### config.mk
export PLATFORM = sky130hd
export DESIGN_NAME = simu_mem_writer_flat
export DESIGN_NICKNAME = d
export VERILOG_FILES = /design/src/rtl/simu_mem_writer_if.sv /design/src/rtl/simu_mem_writer.sv /design/src/flat_wrapper.sv
export SDC_FILE = /design/constraint.sdc
export NUM_CORES = 1
export LEC_CHECK = 0
export CAP_MARGIN = 20
export CORE_UTILIZATION = 45
export DETAILED_ROUTE_END_ITERATION = 8
export PLACE_DENSITY = 0.77
export REMOVE_ABC_BUFFERS = 1
export SLEW_MARGIN = 20
export SYNTH_ARGS = -nofsm -noshare
export SYNTH_HDL_FRONTEND = slang
export SYNTH_SLANG_ARGS = --single-unit
### constraint.sdc
create_clock -name clk -period 1.9 [get_ports clk]
set_input_delay 0.285 -clock clk [delete_from_list [all_inputs] [get_ports clk]]
set_output_delay 0.285 -clock clk [all_outputs]
set_load 0.01 [all_outputs]
### src/rtl/simu_mem_writer_if.sv
// Stream-in / memory-write bundle for the simulation memory loader.
// The master side issues load commands and data; the slave side owns the write port.
interface simu_mem_writer_if #(
    parameter int ADDR_W = 16,
    parameter int DATA_W = 16
);
    logic              start;
    logic [ADDR_W-1:0] base_addr;
    logic [7:0]        nwords;
    logic              abort;
    logic [DATA_W-1:0] in_data;
    logic              in_valid;
    logic              in_ready;
    logic [ADDR_W-1:0] waddr;
    logic [DATA_W-1:0] wdata;
    logic              wena;
    logic              busy;
    logic              done;
    logic [7:0]        count;
    logic              err;

    modport master (
        output start, base_addr, nwords, abort, in_data, in_valid,
        input  in_ready, waddr, wdata, wena, busy, done, count, err
    );

    modport slave (
        input  start, base_addr, nwords, abort, in_data, in_valid,
        output in_ready, waddr, wdata, wena, busy, done, count, err
    );
endinterface

### src/rtl/simu_mem_writer.sv
// Simulation memory loader: writes a handshaked word stream to consecutive addresses
// starting at a commanded base, with a one-cycle registered write port.
module simu_mem_writer #(
    parameter int ADDR_W    = 16,
    parameter int DATA_W    = 16,
    parameter int MEM_DEPTH = 1024
) (
    input  logic             clk,
    input  logic             rst,
    simu_mem_writer_if.slave bus
);
    typedef enum logic [1:0] {IDLE, LOAD, FINISH} state_t;

    localparam logic [ADDR_W-1:0] PARK  = ADDR_W'(MEM_DEPTH - 1);
    localparam logic [32:0]       DEPTH = 33'(MEM_DEPTH);

    state_t            state_q, state_d;
    logic [ADDR_W-1:0] addr_q, addr_d;
    logic [ADDR_W-1:0] waddr_q, waddr_d;
    logic [DATA_W-1:0] wdata_q, wdata_d;
    logic [8:0]        remain_q, remain_d;
    logic [7:0]        count_q, count_d;
    logic              err_q, err_d;
    logic              wena_q, wena_d;
    logic              busy_q, busy_d;
    logic              done_q, done_d;
    logic              ready;
    logic              accept;

    assign ready  = (state_q == LOAD) && !bus.abort;
    assign accept = ready && bus.in_valid;

    always_comb begin
        state_d  = state_q;
        addr_d   = addr_q;
        remain_d = remain_q;
        count_d  = count_q;
        err_d    = err_q;
        wena_d   = 1'b0;
        waddr_d  = PARK;
        wdata_d  = '0;

        case (state_q)
            IDLE: begin
                if (bus.start) begin
                    if (33'(bus.base_addr) < DEPTH) begin
                        addr_d   = bus.base_addr;
                        // nwords of zero encodes a full 256-word load
                        remain_d = (bus.nwords == 8'd0) ? 9'd256 : {1'b0, bus.nwords};
                        count_d  = 8'd0;
                        err_d    = 1'b0;
                        state_d  = LOAD;
                    end else begin
                        err_d = 1'b1;
                    end
                end
            end
            LOAD: begin
                if (bus.abort) begin
                    state_d = IDLE;
                end else if (accept) begin
                    wena_d   = 1'b1;
                    waddr_d  = addr_q;
                    wdata_d  = bus.in_data;
                    count_d  = count_q + 8'd1;
                    remain_d = remain_q - 9'd1;
                    if (addr_q == PARK) begin
                        addr_d = '0;
                        err_d  = 1'b1;
                    end else begin
                        addr_d = addr_q + 1'b1;
                    end
                    if (remain_q == 9'd1) state_d = FINISH;
                end
            end
            FINISH:  state_d = IDLE;
            default: state_d = IDLE;
        endcase

        busy_d = (state_d != IDLE);
        done_d = (state_d == FINISH);
    end

    always_ff @(posedge clk) begin
        if (rst) begin
            state_q  <= IDLE;
            addr_q   <= '0;
            remain_q <= '0;
            count_q  <= '0;
            err_q    <= 1'b0;
            wena_q   <= 1'b0;
            waddr_q  <= PARK;
            wdata_q  <= '0;
            busy_q   <= 1'b0;
            done_q   <= 1'b0;
        end else begin
            state_q  <= state_d;
            addr_q   <= addr_d;
            remain_q <= remain_d;
            count_q  <= count_d;
            err_q    <= err_d;
            wena_q   <= wena_d;
            waddr_q  <= waddr_d;
            wdata_q  <= wdata_d;
            busy_q   <= busy_d;
            done_q   <= done_d;
        end
    end

    assign bus.in_ready = ready;
    assign bus.waddr    = waddr_q;
    assign bus.wdata    = wdata_q;
    assign bus.wena     = wena_q;
    assign bus.busy     = busy_q;
    assign bus.done     = done_q;
    assign bus.count    = count_q;
    assign bus.err      = err_q;
endmodule

### src/flat_wrapper.sv
// flat-port wrapper written by rule: the top's interface ports become plain ports
module simu_mem_writer_flat 
#(
    parameter int ADDR_W    = 16,
    parameter int DATA_W    = 16,
    parameter int MEM_DEPTH = 1024
)
  (clk, rst, bus_start, bus_base_addr, bus_nwords, bus_abort, bus_in_data, bus_in_valid, bus_in_ready, bus_waddr, bus_wdata, bus_wena, bus_busy, bus_done, bus_count, bus_err);
  simu_mem_writer_if #(.ADDR_W(ADDR_W), .DATA_W(DATA_W)) bus_i ();
  input  logic clk;
  input  logic rst;
  input wire logic [$bits(bus_i.start)-1:0] bus_start;
  input wire logic [$bits(bus_i.base_addr)-1:0] bus_base_addr;
  input wire logic [$bits(bus_i.nwords)-1:0] bus_nwords;
  input wire logic [$bits(bus_i.abort)-1:0] bus_abort;
  input wire logic [$bits(bus_i.in_data)-1:0] bus_in_data;
  input wire logic [$bits(bus_i.in_valid)-1:0] bus_in_valid;
  output wire logic [$bits(bus_i.in_ready)-1:0] bus_in_ready;
  output wire logic [$bits(bus_i.waddr)-1:0] bus_waddr;
  output wire logic [$bits(bus_i.wdata)-1:0] bus_wdata;
  output wire logic [$bits(bus_i.wena)-1:0] bus_wena;
  output wire logic [$bits(bus_i.busy)-1:0] bus_busy;
  output wire logic [$bits(bus_i.done)-1:0] bus_done;
  output wire logic [$bits(bus_i.count)-1:0] bus_count;
  output wire logic [$bits(bus_i.err)-1:0] bus_err;
  assign bus_i.start = bus_start;
  assign bus_i.base_addr = bus_base_addr;
  assign bus_i.nwords = bus_nwords;
  assign bus_i.abort = bus_abort;
  assign bus_i.in_data = bus_in_data;
  assign bus_i.in_valid = bus_in_valid;
  assign bus_in_ready = bus_i.in_ready;
  assign bus_waddr = bus_i.waddr;
  assign bus_wdata = bus_i.wdata;
  assign bus_wena = bus_i.wena;
  assign bus_busy = bus_i.busy;
  assign bus_done = bus_i.done;
  assign bus_count = bus_i.count;
  assign bus_err = bus_i.err;
  simu_mem_writer #(.ADDR_W(ADDR_W), .DATA_W(DATA_W), .MEM_DEPTH(MEM_DEPTH)) u_core (.clk(clk), .rst(rst), .bus(bus_i));
endmodule
==> results of run 1 <==
worst register-to-register path, delay by kind of cell (launching register included):
family / cells / cell delay [ns]
DFF: 1 / 0.33
and+or+nand+nor: 3 / 0.84
AOI/OAI and AO/OA: 2 / 0.40
buffers and inverters: 1 / 0.18
final timing paths:
kind,to,slack [ns],depth (start not counted)
max reg2reg,u_core.addr_q[12],0.05,6
min,u_core.bus.err,0.46,2
min reg2reg,u_core.bus.err,0.46,2
max,u_core.addr_q[12],0.05,6
cell usage in the layout (no fill, tap or decap), types with 4 or more instances in the layout:
cell type | Yosys | layout
sky130_fd_sc_hd__nor2_1 | 27 | 27
sky130_fd_sc_hd__clkdlybuf4s50_1 | 0 | 88
sky130_fd_sc_hd__nand2b_1 | 13 | 13
sky130_fd_sc_hd__nand4_1 | 7 | 7
sky130_fd_sc_hd__buf_4 | 0 | 33
sky130_fd_sc_hd__nor4_1 | 9 | 7
sky130_fd_sc_hd__and2_1 | 24 | 24
sky130_fd_sc_hd__a31oi_1 | 4 | 4
sky130_fd_sc_hd__a21oi_1 | 22 | 22
sky130_fd_sc_hd__nand2_1 | 31 | 31
sky130_fd_sc_hd__and3_1 | 4 | 4
sky130_fd_sc_hd__nand3_1 | 14 | 14
sky130_fd_sc_hd__o21ai_0 | 17 | 16
sky130_fd_sc_hd__clkbuf_8 | 0 | 10
sky130_fd_sc_hd__nor3_1 | 9 | 8
sky130_fd_sc_hd__xnor2_1 | 7 | 7
sky130_fd_sc_hd__inv_1 | 8 | 8
sky130_fd_sc_hd__ha_1 | 4 | 4
sky130_fd_sc_hd__a211oi_1 | 5 | 5
sky130_fd_sc_hd__dfxtp_1 | 71 | 69
power groups by stage:
stage | clock network (mW) | logic (mW) | registers, mW
final | 1.51 | 0.166 | 1.49
after global routing | 1.60 | 0.178 | 1.50
after CTS | 1.53 | 0.165 | 1.49
after detailed placement | 0 | 0.163 | 1.53
after global placement | 0 | 0.163 | 1.53
after floorplan | 0 | 0.0317 | 1.53
cells in the mapped netlist (all sizes together) (8+ instances only):
| master | count |
|---|---|
| and2 | 24 |
| nor2 | 29 |
| a21oi | 23 |
| dfxtp | 71 |
| nand2 | 31 |
| nand2b | 13 |
| buf | 12 |
| nand3 | 14 |
| nor4 | 10 |
| inv | 8 |
| nor3 | 9 |
| o21ai | 18 |
cells by family (layout without fill, tap and decap cells):
| kind of cell | Yosys count | in the layout | synth area share (%) |
|---|---|---|---|
| flops | 71 | 71 | 47.10 |
| fa+ha+maj | 4 | 4 | 1.658 |
| xor+xnor | 7 | 7 | 2.032 |
| simple gates | 163 | 164 | 29.85 |
| buf+inv | 27 | 149 | 4.395 |
| compound gates | 70 | 70 | 14.97 |
per-layer routing:
layer  GRT usage (%)  routed length, um
met1           26.58               3239
met2           35.99               3576
met3           5.836                562
met4           11.13                180
met5               0                  0
cell type report:
class,instances,area (um2),share of cell area (%)
Sequential cell,71,1424,31.53
Clock buffer,10,137.6,3.048
Inverter,8,30.03,0.6650
Clock inverter,6,115.1,2.549
Tap cell,77,96.34,2.134
Multi-Input combinational cell,245,1515,33.55
Timing Repair Buffer,125,1197,26.52
per-stage QoR:
stage	power, mW	utilization [%]	instance area (um2)
finish	3.167	70.31	4516
global route	3.272	70.31	4516
floorplan	1.562	-	2915
detailed placement	1.692	65.21	4188
CTS	3.192	69.30	4451
global placement	1.692	65.21	4188
state kept, by name, indices dropped and copies added, names as in the netlist:
register and cells:
u_core.bus.done 1, u_core.bus.waddr 16, u_core.bus.busy 1, u_core.state_q 2
u_core.addr_q 16, u_core.bus.wena 1, u_core.bus.err 1, u_core.bus.count 8
u_core.bus.wdata 16, u_core.remain_q 9
repair_timing:
action	in CTS	in global routing
setup endpoints to repair	4	13
gates cloned	0	1
endpoints found under the hold margin	0	0
pin swaps	0	3
buffers inserted	0	3
resized for setup	4	8
==> qor.json, run 1 <==
{
  "run_status": {"value": "finished with violations"},
  "failed_checks": {"value": "design-rule violations"},
  "max_freq": {"value": 0.5407, "unit": "GHz"},
  "antenna_found_initial": {"value": 0},
  "wire_length_of_the_first_global_routing_pass": {"value": 12370, "unit": "um"},
  "hold_ws": {"value": 0.4577, "unit": "ns"},
  "holdBufCountCts": {"value": 0},
  "post-dp-hpwl": {"value": 5320, "unit": "um"},
  "layout-area-overhead-vs-synth": {"value": 49.63, "unit": "%"},
  "final_critical_path_setup_slack": {"value": 0.05056, "unit": "ns"},
  "edff_count_synth": {"value": 0},
  "max-cap-violations": {"value": 0},
  "power_density": {"value": 701.3, "unit": "mW/mm2"},
  "floorplan.rows": {"value": 29},
  "post-route-period-util": {"value": 97.34, "unit": "%"},
  "pin_count_of_the_biggest_net_entering_global_routing": {"value": 33},
  "netlist.area_leader.share": {"value": 47.10, "unit": "%"},
  "fp.dieArea": {"value": 0.007038, "unit": "mm2"},
  "hp-class": {"value": "register to register"},
  "postRouteAntennaNets": {"value": 0},
  "cts_made_buffers": {"value": 9},
  "floorplan.initialDensity": {"value": 46.99, "unit": "%"},
  "hold_path.startpoint": {"value": "u_core.bus.err"},
  "cts_tree": {"value": "done"},
  "netlist_instances": {"value": 342},
  "drc_errors": {"value": 24},
  "combinationalPowerShare": {"value": 5.3, "unit": "%"},
  "yosysUniqueCellTypes": {"value": 48},
  "timing.critical_path.max_delay_family": {"value": "simple AND/OR/NAND/NOR gates"},
  "h-tree-depth": {"value": 3},
  "detailedRoute.firstIterationViolations": {"value": 159},
  "fillers": {"value": 519},
  "grt_overflow_total": {"value": 0},
  "max-clock-path-buffers": {"value": 2},
  "power_report.internal_total": {"value": 2.516, "unit": "mW"},
  "rsz_0062_raised_after_global_routing": {"value": "yes"},
  "worstPathArrival": {"value": 2.10, "unit": "ns"},
  "via_count_normalized_by_instance_count": {"value": 5.476},
  "yosysSeqAreaShare": {"value": 47.10, "unit": "%"},
  "final_max_slew_viol_count": {"value": 0},
  "finalWeightedCongestion": {"value": 0.8666},
  "timing.critical_path.required": {"value": 2.15, "unit": "ns"},
  "timing.rr.start": {"value": "u_core.addr_q[15]"},
  "final_layout_size_suffix_gt1_share": {"value": 15.48, "unit": "%"},
  "pwr-share-seq": {"value": 47.2, "unit": "%"},
  "period_needed": {"value": 1.849, "unit": "ns"},
  "num_antenna_cells": {"value": 0},
  "cts_sinks": {"value": 71},
  "cellLeakagePower": {"value": 1.680, "unit": "nW"},
  "insertion_delay": {"value": 0.35, "unit": "ns"},
  "crit_buf_inv": {"value": 1},
  "critPathCaptureType": {"value": "register"},
  "synth_ff_type": {"value": "sky130_fd_sc_hd__dfxtp_1"},
  "syn_avg_cell_area": {"value": 8.824, "unit": "um2"},
  "chip_width": {"value": 83.89, "unit": "um"},
  "irDropWorstVdd": {"value": 0.3897, "unit": "mV"},
  "critPathLaunch": {"value": "u_core.addr_q[15]"},
  "grt_pass1_vias": {"value": 2775},
  "asyncSetResetFlopFracSynth": {"value": 0, "unit": "%"},
  "placement.setup.worst_slack": {"value": -0.2464, "unit": "ns"},
  "synth_top_area_cell": {"value": "sky130_fd_sc_hd__dfxtp_1"},
  "timing.critical_path.cells": {"value": "or4b_4 > nor4_4 > buf_4 > nor3_2 > o211a_1 > a41o_1"},
  "finalHoldViolations": {"value": 0},
  "maxSlewHeadroom": {"value": 62.00, "unit": "%"},
  "main_area_contributors_after_synthesis": {"value": "sky130_fd_sc_hd__dfxtp_1 (47%), sky130_fd_sc_hd__and2_1 (5.0%), sky130_fd_sc_hd__nand2_1 (3.9%), sky130_fd_sc_hd__a21oi_1 (3.6%), sky130_fd_sc_hd__nor2_1 (3.4%)"},
  "crit_path_max_incr_delay": {"value": 0.54, "unit": "ns"},
  "layout_cells_excl_fill": {"value": 542},
  "power.switching": {"value": 0.6506, "unit": "mW"},
  "worst-slew-pin-transition": {"value": 0.5656, "unit": "ns"},
  "clkSlewWorstSetupHoldPaths": {"value": 0.08, "unit": "ns"},
  "setup_viol": {"value": 0},
  "routed_wl": {"value": 7560, "unit": "um"},
  "critPathKind": {"value": "register to register"},
  "critical-path-slowest-cell": {"value": "sky130_fd_sc_hd__or4b_4"},
  "synth_seq_cells": {"value": 71},
  "dp.cells": {"value": 522},
  "design.final.nets": {"value": 509},
  "root_buffer": {"value": "sky130_fd_sc_hd__clkbuf_8"},
  "netSwitchingFraction": {"value": 20.55, "unit": "%"},
  "count_of_input_and_output_buffers": {"value": 89},
  "power.clock.fraction": {"value": 47.5, "unit": "%"},
  "synth_area": {"value": 0.003018, "unit": "mm2"},
  "detail_route.first_pass.iterations": {"value": 6},
  "finClkSkew": {"value": 0.006350, "unit": "ns"},
  "fp.dieH": {"value": 83.89, "unit": "um"},
  "routedWlPerCell": {"value": 13.95, "unit": "um"},
  "num_vias": {"value": 2968},
  "number_of_placed_i_o_pins": {"value": 90},
  "gr-usage-all-layers": {"value": 22.00, "unit": "%"},
  "crit_path_max_fanout": {"value": 4},
  "synth_warnings": {"value": 0},
  "setup_total_negative_slack": {"value": 0, "unit": "ns"},
  "setup.worst_path.start_class": {"value": "register"},
  "core_region_area": {"value": 0.006422, "unit": "mm2"}
}
Power figures use the tool's default switching activity.
==> inputs of run 2 (changes only) <==
Settings changed: CORE_MARGIN set to 2.
==> run 2 against run 1 <==
  * The run still ends with design-rule violations left
  * Routed wire length is 2.3% lower
  * Cell count up 0.55%
  * Register-to-register slack improved by 0.04 ns
  * Worst hold slack gained 0.0028 ns
  * Critical path depth is 1 higher
  * Critical path type unchanged
  * Largest power group is now registers
==> qor.json, run 2 (synthesis gave the netlist of run 1 again) <==
{
  "critPathCaptureType": {"value": "register"},
  "design.final.nets": {"value": 512, "change": "+0.59%"},
  "placement.setup.worst_slack": {"value": -0.2264, "unit": "ns", "change": "+0.02001 ns"},
  "worstPathArrival": {"value": 2.03, "unit": "ns", "change": "-0.07 ns"},
  "timing.rr.start": {"value": "u_core.addr_q[1]"},
  "fp.dieArea": {"value": 0.007377, "unit": "mm2", "change": "+4.8%"},
  "finClkSkew": {"value": 0.008203, "unit": "ns", "change": "+0.001853 ns"},
  "detailedRoute.firstIterationViolations": {"value": 268, "change": "+69%"},
  "rsz_0062_raised_after_global_routing": {"value": "no"},
  "layout-area-overhead-vs-synth": {"value": 48.18, "unit": "%"},
  "wire_length_of_the_first_global_routing_pass": {"value": 12060, "unit": "um", "change": "-2.5%"},
  "grt_overflow_total": {"value": 0, "change": "unchanged"},
  "run_status": {"value": "finished with violations"},
  "irDropWorstVdd": {"value": 0.4413, "unit": "mV", "change": "+13%"},
  "number_of_placed_i_o_pins": {"value": 90, "change": "unchanged"},
  "floorplan.rows": {"value": 29, "change": "unchanged"},
  "chip_width": {"value": 85.89, "unit": "um", "change": "+2.4%"},
  "insertion_delay": {"value": 0.33, "unit": "ns", "change": "-0.02 ns"},
  "antenna_found_initial": {"value": 0, "change": "unchanged"},
  "maxSlewHeadroom": {"value": 59.09, "unit": "%", "change": "-2.9 points"},
  "seq_area": {"value": 0.001423, "unit": "mm2", "change": "about the same"},
  "capture_point_of_the_worst_reg_to_reg_path": {"value": "u_core.addr_q[12]"},
  "stdcell_area": {"value": 0.004472, "unit": "mm2", "change": "-0.97%"},
  "max-cap-violations": {"value": 0, "change": "unchanged"},
  "root_buffer": {"value": "sky130_fd_sc_hd__clkbuf_8"},
  "multi_input_comb_area": {"value": 0.001489, "unit": "mm2", "change": "-1.7%"},
  "holdBufCountCts": {"value": 0, "change": "unchanged"},
  "routed_wl": {"value": 7383, "unit": "um", "change": "-2.3%"},
  "post-route-period-util": {"value": 95.05, "unit": "%", "change": "-2.3 points"},
  "drc_errors": {"value": 12, "change": "-50%"},
  "critPathLaunch": {"value": "u_core.addr_q[1]"},
  "timing.critical_path.required": {"value": 2.13, "unit": "ns", "change": "-0.02 ns"},
  "critPathKind": {"value": "register to register"},
  "num_antenna_cells": {"value": 0, "change": "unchanged"},
  "final_critical_path_setup_slack": {"value": 0.09397, "unit": "ns", "change": "+0.04341 ns"},
  "h-tree-depth": {"value": 3, "change": "unchanged"},
  "most-common-layout-cells": {"value": "sky130_fd_sc_hd__clkdlybuf4s50_1 (88), sky130_fd_sc_hd__dfxtp_1 (70), sky130_fd_sc_hd__buf_4 (36)"},
  "final_layout_size_suffix_gt1_share": {"value": 14.74, "unit": "%", "change": "-0.74 points"},
  "finalWeightedCongestion": {"value": 0.8324, "change": "-3.9%"},
  "post-dp-hpwl": {"value": 5368, "unit": "um", "change": "+0.91%"},
  "grt_pass1_vias": {"value": 2653, "change": "-4.4%"},
  "setup_viol": {"value": 0, "change": "unchanged"},
  "cts_tree": {"value": "done"},
  "cellLeakagePower": {"value": 1.664, "unit": "nW", "change": "-0.94%"},
  "worstSetupEndpoint": {"value": "u_core.addr_q[12]"},
  "max-clock-path-buffers": {"value": 2, "change": "unchanged"},
  "max_freq": {"value": 0.5537, "unit": "GHz", "change": "+2.4%"},
  "r2r_slack": {"value": 0.09, "unit": "ns", "change": "+0.04 ns"},
  "setup.worst_path.start_class": {"value": "register"},
  "setup_total_negative_slack": {"value": 0, "unit": "ns", "change": "unchanged"},
  "crit_path_max_fanout": {"value": 4, "change": "unchanged"},
  "clkSlewWorstSetupHoldPaths": {"value": 0.08, "unit": "ns", "change": "about the same"},
  "finalHoldViolations": {"value": 0, "change": "unchanged"},
  "hp-class": {"value": "register to register"},
  "postRouteAntennaNets": {"value": 0, "change": "unchanged"},
  "num_vias": {"value": 2922, "change": "-1.5%"},
  "failed_checks": {"value": "design-rule violations"},
  "floorplan.initialDensity": {"value": 46.99, "unit": "%", "change": "unchanged"},
  "final_max_slew_viol_count": {"value": 0, "change": "unchanged"},
  "pin_count_of_the_biggest_net_entering_global_routing": {"value": 33, "change": "unchanged"},
  "gr-usage-all-layers": {"value": 20.19, "unit": "%", "change": "-1.8 points"},
  "routedWlPerCell": {"value": 13.55, "unit": "um", "change": "-2.9%"},
  "layout.cells.most_common": {"value": "sky130_fd_sc_hd__clkdlybuf4s50_1"},
  "count_of_input_and_output_buffers": {"value": 89, "change": "unchanged"},
  "cts_sinks": {"value": 71, "change": "unchanged"},
  "period_needed": {"value": 1.806, "unit": "ns", "change": "-0.04341 ns"},
  "detail_route.first_pass.iterations": {"value": 8, "change": "+2"},
  "fp.dieH": {"value": 85.89, "unit": "um", "change": "+2.4%"},
  "cts_made_buffers": {"value": 9, "change": "unchanged"},
  "fillers": {"value": 514, "change": "-0.96%"},
  "worst-slew-pin-transition": {"value": 0.6090, "unit": "ns", "change": "+0.04336 ns"},
  "via_count_normalized_by_instance_count": {"value": 5.361, "change": "-2.1%"},
  "placedInstanceArea": {"value": 0.004218, "unit": "mm2", "change": "+0.72%"},
  "core_region_area": {"value": 0.006422, "unit": "mm2", "change": "unchanged"},
  "reg2regPathDepth": {"value": 7, "change": "+1"},
  "power_density": {"value": 657.6, "unit": "mW/mm2", "change": "-6.2%"}
}
==> run 2: cell types whose count changed in the layout (fill, tap and decap cells not counted), sizes merged <==
cell / delta
inv: -2
bufinv: -1
clkbuf: +1
clkinv: +3
buf: +3
clkinvlp: -1
==> run 2: worst max-delay path: stages, from the launching register on <==
cell and delay, ns:
sky130_fd_sc_hd__dfxtp_1 0.34, sky130_fd_sc_hd__ha_2 0.21, sky130_fd_sc_hd__nand4_1 0.22, sky130_fd_sc_hd__nor4_4 0.30, sky130_fd_sc_hd__buf_4 0.18, sky130_fd_sc_hd__nor3_1 0.05
sky130_fd_sc_hd__o211a_1 0.20, sky130_fd_sc_hd__a41o_1 0.19
==> run 2: layer usage <==
metal | vias to the layer above | GRT usage, % | wire [um]
met5 | - | 0 | 0
met4 | 0 | 6.349 | 108
met3 | 15 | 4.909 | 596
met2 | 121 | 34.04 | 3384
met1 | 1322 | 25.41 | 3294
li1 | 1464 | - | -
==> run 2: cell type report <==
class                   instances  share of cell area, %
clock buffers                  11                  2.938
clock inverters                 5                  1.847
inverters                       8                 0.6715
multi-input cells             245                  33.30
flip-flops and latches         71                  31.81
well taps                      77                  2.154
repair buffers                128                  27.28
==> run 2: what timing repair did <==
action | 4_1_cts | 5_1_grt
endpoints found under the setup margin | 2 | 5
gates cloned | 0 | 1
hold endpoints to repair | 0 | 0
gates resized for setup | 3 | 3
setup buffers | 0 | 2
==> run 2: worst min-delay path by stage <==
| stage | start | endpoint | slack [ns] | cells after the start |
|---|---|---|---|---|
| floorplan | rst | u_core.addr_q[13] | 0.35 | 1 |
| global placement | u_core.bus.err | u_core.bus.err | 0.45 | 2 |
| detailed placement | u_core.bus.err | u_core.bus.err | 0.45 | 2 |
| CTS | u_core.bus.err | u_core.bus.err | 0.46 | 2 |
| global route | u_core.bus.err | u_core.bus.err | 0.48 | 2 |
| finish | u_core.bus.err | u_core.bus.err | 0.46 | 2 |
==> run 2: power breakdown <==
group	switching [mW]	total, mW	internal (mW)
registers	0.00374	1.50	1.49
logic	0.0573	0.166	0.109
clock network	0.537	1.28	0.743
==> run 2: stage by stage <==
step | power, mW | hold WS, ns | util (%) | std cells
global placement | 1.693 | 0.4526 | 65.67 | 526
floorplan | 1.562 | 0.3541 | - | 323
detailed placement | 1.694 | 0.4481 | 65.67 | 526
global route | 3.040 | 0.4799 | 69.63 | 545
CTS | 2.967 | 0.4620 | 69.14 | 542
finish | 2.941 | 0.4606 | 69.63 | 545
==> inputs of run 3 (changes only) <==
Settings changed: CORE_UTILIZATION 45 to 30, PLACE_DENSITY 0.77 to 0.55.
==> run 3 against run 2 <==
  * Sequential cell count did not move
  * Register-to-register slack got worse by 0.08 ns
  * Combinational power barely moved
  * Clock power rose by 8%
  * First-iteration DRC count fell by 46%
  * Cell count rose by 10%
  * Sequential power barely moved
  * The flow now finishes without violations
  * Non-clock buffer count rose by 2
  * Routed wire length rose by 12%
  * Sequential share of layout area fell by 0.96 points
  * Die area rose by 47%
==> qor.json, run 3 (synthesis gave the netlist of run 1 again) <==
{
  "stdcell_area": {"value": 0.004619, "unit": "mm2", "change": "+3.3%"},
  "drc_errors": {"value": 0, "change": "-12"},
  "postRouteAntennaNets": {"value": 0, "change": "unchanged"},
  "layout.cells.most_common": {"value": "sky130_fd_sc_hd__clkdlybuf4s50_1"},
  "detailedRoute.firstIterationViolations": {"value": 145, "change": "-46%"},
  "num_antenna_cells": {"value": 0, "change": "unchanged"},
  "irDropWorstVdd": {"value": 0.3877, "unit": "mV", "change": "-12%"},
  "hold_ws": {"value": 0.4656, "unit": "ns", "change": "+0.005092 ns"},
  "routedWlPerCell": {"value": 13.69, "unit": "um", "change": "+1.1%"},
  "cts_tree": {"value": "done"},
  "pin_count_of_the_biggest_net_entering_global_routing": {"value": 34, "change": "+3.0%"},
  "post-route-period-util": {"value": 99.42, "unit": "%", "change": "+4.4 points"},
  "via_count_normalized_by_instance_count": {"value": 4.797, "change": "-11%"},
  "combinationalPowerShare": {"value": 5.5, "unit": "%", "change": "about the same"},
  "count_of_input_and_output_buffers": {"value": 89, "change": "unchanged"},
  "hp-class": {"value": "register to register"},
  "number_of_placed_i_o_pins": {"value": 90, "change": "unchanged"},
  "setup.worst_path.start_class": {"value": "register"},
  "power.switching": {"value": 0.6622, "unit": "mW", "change": "+11%"},
  "routed_wl": {"value": 8241, "unit": "um", "change": "+12%"},
  "most-common-layout-cells": {"value": "sky130_fd_sc_hd__clkdlybuf4s50_1 (89), sky130_fd_sc_hd__dfxtp_1 (68), sky130_fd_sc_hd__buf_4 (37)"},
  "insertion_delay": {"value": 0.35, "unit": "ns", "change": "+0.02 ns"},
  "pwr-share-seq": {"value": 49.1, "unit": "%", "change": "-1.8 points"},
  "detail_route.first_pass.iterations": {"value": 4, "change": "-4"},
  "timing.critical_path.cells": {"value": "or4b_4 > nor4_4 > buf_4 > nor3_1 > o211a_1 > a41o_1"},
  "floorplan.initialDensity": {"value": 30.88, "unit": "%", "change": "-16 points"},
  "design.final.nets": {"value": 513, "change": "+0.20%"},
  "final_core_util": {"value": 47.26, "unit": "%", "change": "-22 points"},
  "max-cap-violations": {"value": 0, "change": "unchanged"},
  "power_report.internal_total": {"value": 2.380, "unit": "mW", "change": "+1.6%"},
  "totalPowerFinal": {"value": 3.043, "unit": "mW", "change": "+3.5%"},
  "root_buffer": {"value": "sky130_fd_sc_hd__clkbuf_8"},
  "num_vias": {"value": 2888, "change": "-1.2%"},
  "setup_total_negative_slack": {"value": 0, "unit": "ns", "change": "unchanged"},
  "worstPathArrival": {"value": 2.13, "unit": "ns", "change": "+0.10 ns"},
  "worst-slew-pin-transition": {"value": 0.6166, "unit": "ns", "change": "+0.007601 ns"},
  "gr-usage-all-layers": {"value": 15.35, "unit": "%", "change": "-4.8 points"},
  "cts_made_buffers": {"value": 9, "change": "unchanged"},
  "period_needed": {"value": 1.889, "unit": "ns", "change": "+0.08302 ns"},
  "power.clock.fraction": {"value": 45.4, "unit": "%", "change": "+1.9 points"},
  "rsz_0062_raised_after_global_routing": {"value": "yes"},
  "finalWeightedCongestion": {"value": 0.8075, "change": "-3.0%"},
  "setup_viol": {"value": 0, "change": "unchanged"},
  "fillers": {"value": 978, "change": "+90%"},
  "fp.dieArea": {"value": 0.01088, "unit": "mm2", "change": "+47%"},
  "run_status": {"value": "complete, no violations"},
  "finClkSkew": {"value": 0.01223, "unit": "ns", "change": "+0.004031 ns"},
  "final_max_slew_viol_count": {"value": 0, "change": "unchanged"},
  "final_layout_size_suffix_gt1_share": {"value": 16.63, "unit": "%", "change": "+1.9 points"},
  "cts_sinks": {"value": 71, "change": "unchanged"},
  "max_freq": {"value": 0.5294, "unit": "GHz", "change": "-4.4%"},
  "critical-path-slowest-cell": {"value": "sky130_fd_sc_hd__or4b_4"},
  "floorplan.rows": {"value": 36, "change": "+24%"},
  "critPathKind": {"value": "register to register"},
  "wire_length_of_the_first_global_routing_pass": {"value": 13580, "unit": "um", "change": "+13%"},
  "post-dp-hpwl": {"value": 5855, "unit": "um", "change": "+9.1%"},
  "power_density": {"value": 658.6, "unit": "mW/mm2", "change": "+0.15%"},
  "layout-area-overhead-vs-synth": {"value": 53.07, "unit": "%"},
  "grt_pass1_vias": {"value": 2760, "change": "+4.0%"},
  "antenna_found_initial": {"value": 0, "change": "unchanged"},
  "max-clock-path-buffers": {"value": 2, "change": "unchanged"},
  "grt_overflow_total": {"value": 0, "change": "unchanged"},
  "netSwitchingFraction": {"value": 21.77, "unit": "%", "change": "+1.4 points"},
  "critPathCaptureType": {"value": "register"},
  "placedInstanceArea": {"value": 0.004300, "unit": "mm2", "change": "+2.0%"},
  "crit_path_max_fanout": {"value": 3, "change": "-1"},
  "crit_path_max_incr_delay": {"value": 0.54, "unit": "ns", "change": "+0.20 ns"},
  "h-tree-depth": {"value": 3, "change": "unchanged"},
  "timing.critical_path.required": {"value": 2.15, "unit": "ns", "change": "+0.02 ns"},
  "core_region_area": {"value": 0.009774, "unit": "mm2", "change": "+52%"},
  "chip_width": {"value": 104.3, "unit": "um", "change": "+21%"},
  "clkSlewWorstSetupHoldPaths": {"value": 0.08, "unit": "ns", "change": "about the same"},
  "finalHoldViolations": {"value": 0, "change": "unchanged"},
  "cellLeakagePower": {"value": 1.686, "unit": "nW", "change": "+1.3%"},
  "maxSlewHeadroom": {"value": 58.58, "unit": "%", "change": "-0.51 points"},
  "fp.dieH": {"value": 104.3, "unit": "um", "change": "+21%"}
}
[run 3: cell count changes in the layout (fill, tap and decap cells not counted), moves of 2 or more]
cell / change
sky130_fd_sc_hd__a221oi_1: -2
sky130_fd_sc_hd__a221oi_2: +2
sky130_fd_sc_hd__clkbuf_1: -2
sky130_fd_sc_hd__o21ai_1: +2
sky130_fd_sc_hd__dfxtp_1: -2
sky130_fd_sc_hd__o21ai_0: -2
sky130_fd_sc_hd__dfxtp_2: +2
sky130_fd_sc_hd__clkinvlp_4: +2
[run 3: area by class of cell]
class	instances	area [um2]	area share, %
Clock buffer	10	137.6	2.979
Clock inverter	6	92.59	2.004
Inverter	8	30.03	0.6501
Multi-Input combinational cell	244	1519	32.88
Sequential cell	71	1425	30.85
Tap cell	133	166.4	3.602
Timing Repair Buffer	130	1249	27.03
[run 3: critical path: cells and delay by family, from the launching register on]
kind	cells	cell delay (ns)
AOI/OAI and AO/OA	2	0.40
buffers and inverters	1	0.17
DFF	1	0.32
and+or+nand+nor	3	0.90
[run 3: final timing paths]
check,startpoint,to,slack (ns),cells after the start
worst max-delay path,u_core.addr_q[14],u_core.addr_q[12],0.01,6
worst min-delay path,u_core.bus.err,u_core.bus.err,0.47,2
worst max register to register,u_core.addr_q[14],u_core.addr_q[12],0.01,6
worst min register to register,u_core.bus.err,u_core.bus.err,0.47,2
[run 3: metal layers]
layer | vias to the layer above | part of all wire, % | GRT usage [%]
met2 | 98 | 46 | 24.84
met1 | 1324 | 47 | 19.88
li1 | 1455 | - | -
met4 | 0 | 1.2 | 5.405
met5 | - | 0 | 0
met3 | 11 | 5.9 | 3.697
[run 3: what timing repair did]
action	CTS	global route
resized for setup	3	11
setup buffers	3	1
setup endpoints to repair	8	12
endpoints found under the hold margin	0	0
hold buffers	0	0
pin swaps	3	1
[run 3: power groups by stage]
stage | Combinational (mW) | Sequential [mW] | Clock, mW
after floorplan | 0.0317 | 1.53 | 0
after global placement | 0.164 | 1.53 | 0
after detailed placement | 0.164 | 1.53 | 0
after CTS | 0.166 | 1.49 | 1.42
after global routing | 0.181 | 1.50 | 1.49
final | 0.167 | 1.49 | 1.38
[run 3: through the flow]
step	setup slack [ns]	cells
after floorplan	-0.03800	323
after global placement	-0.2180	582
after detailed placement	-0.2101	582
after CTS	0.001134	601
after global routing	-0.04436	602
final	0.01095	602
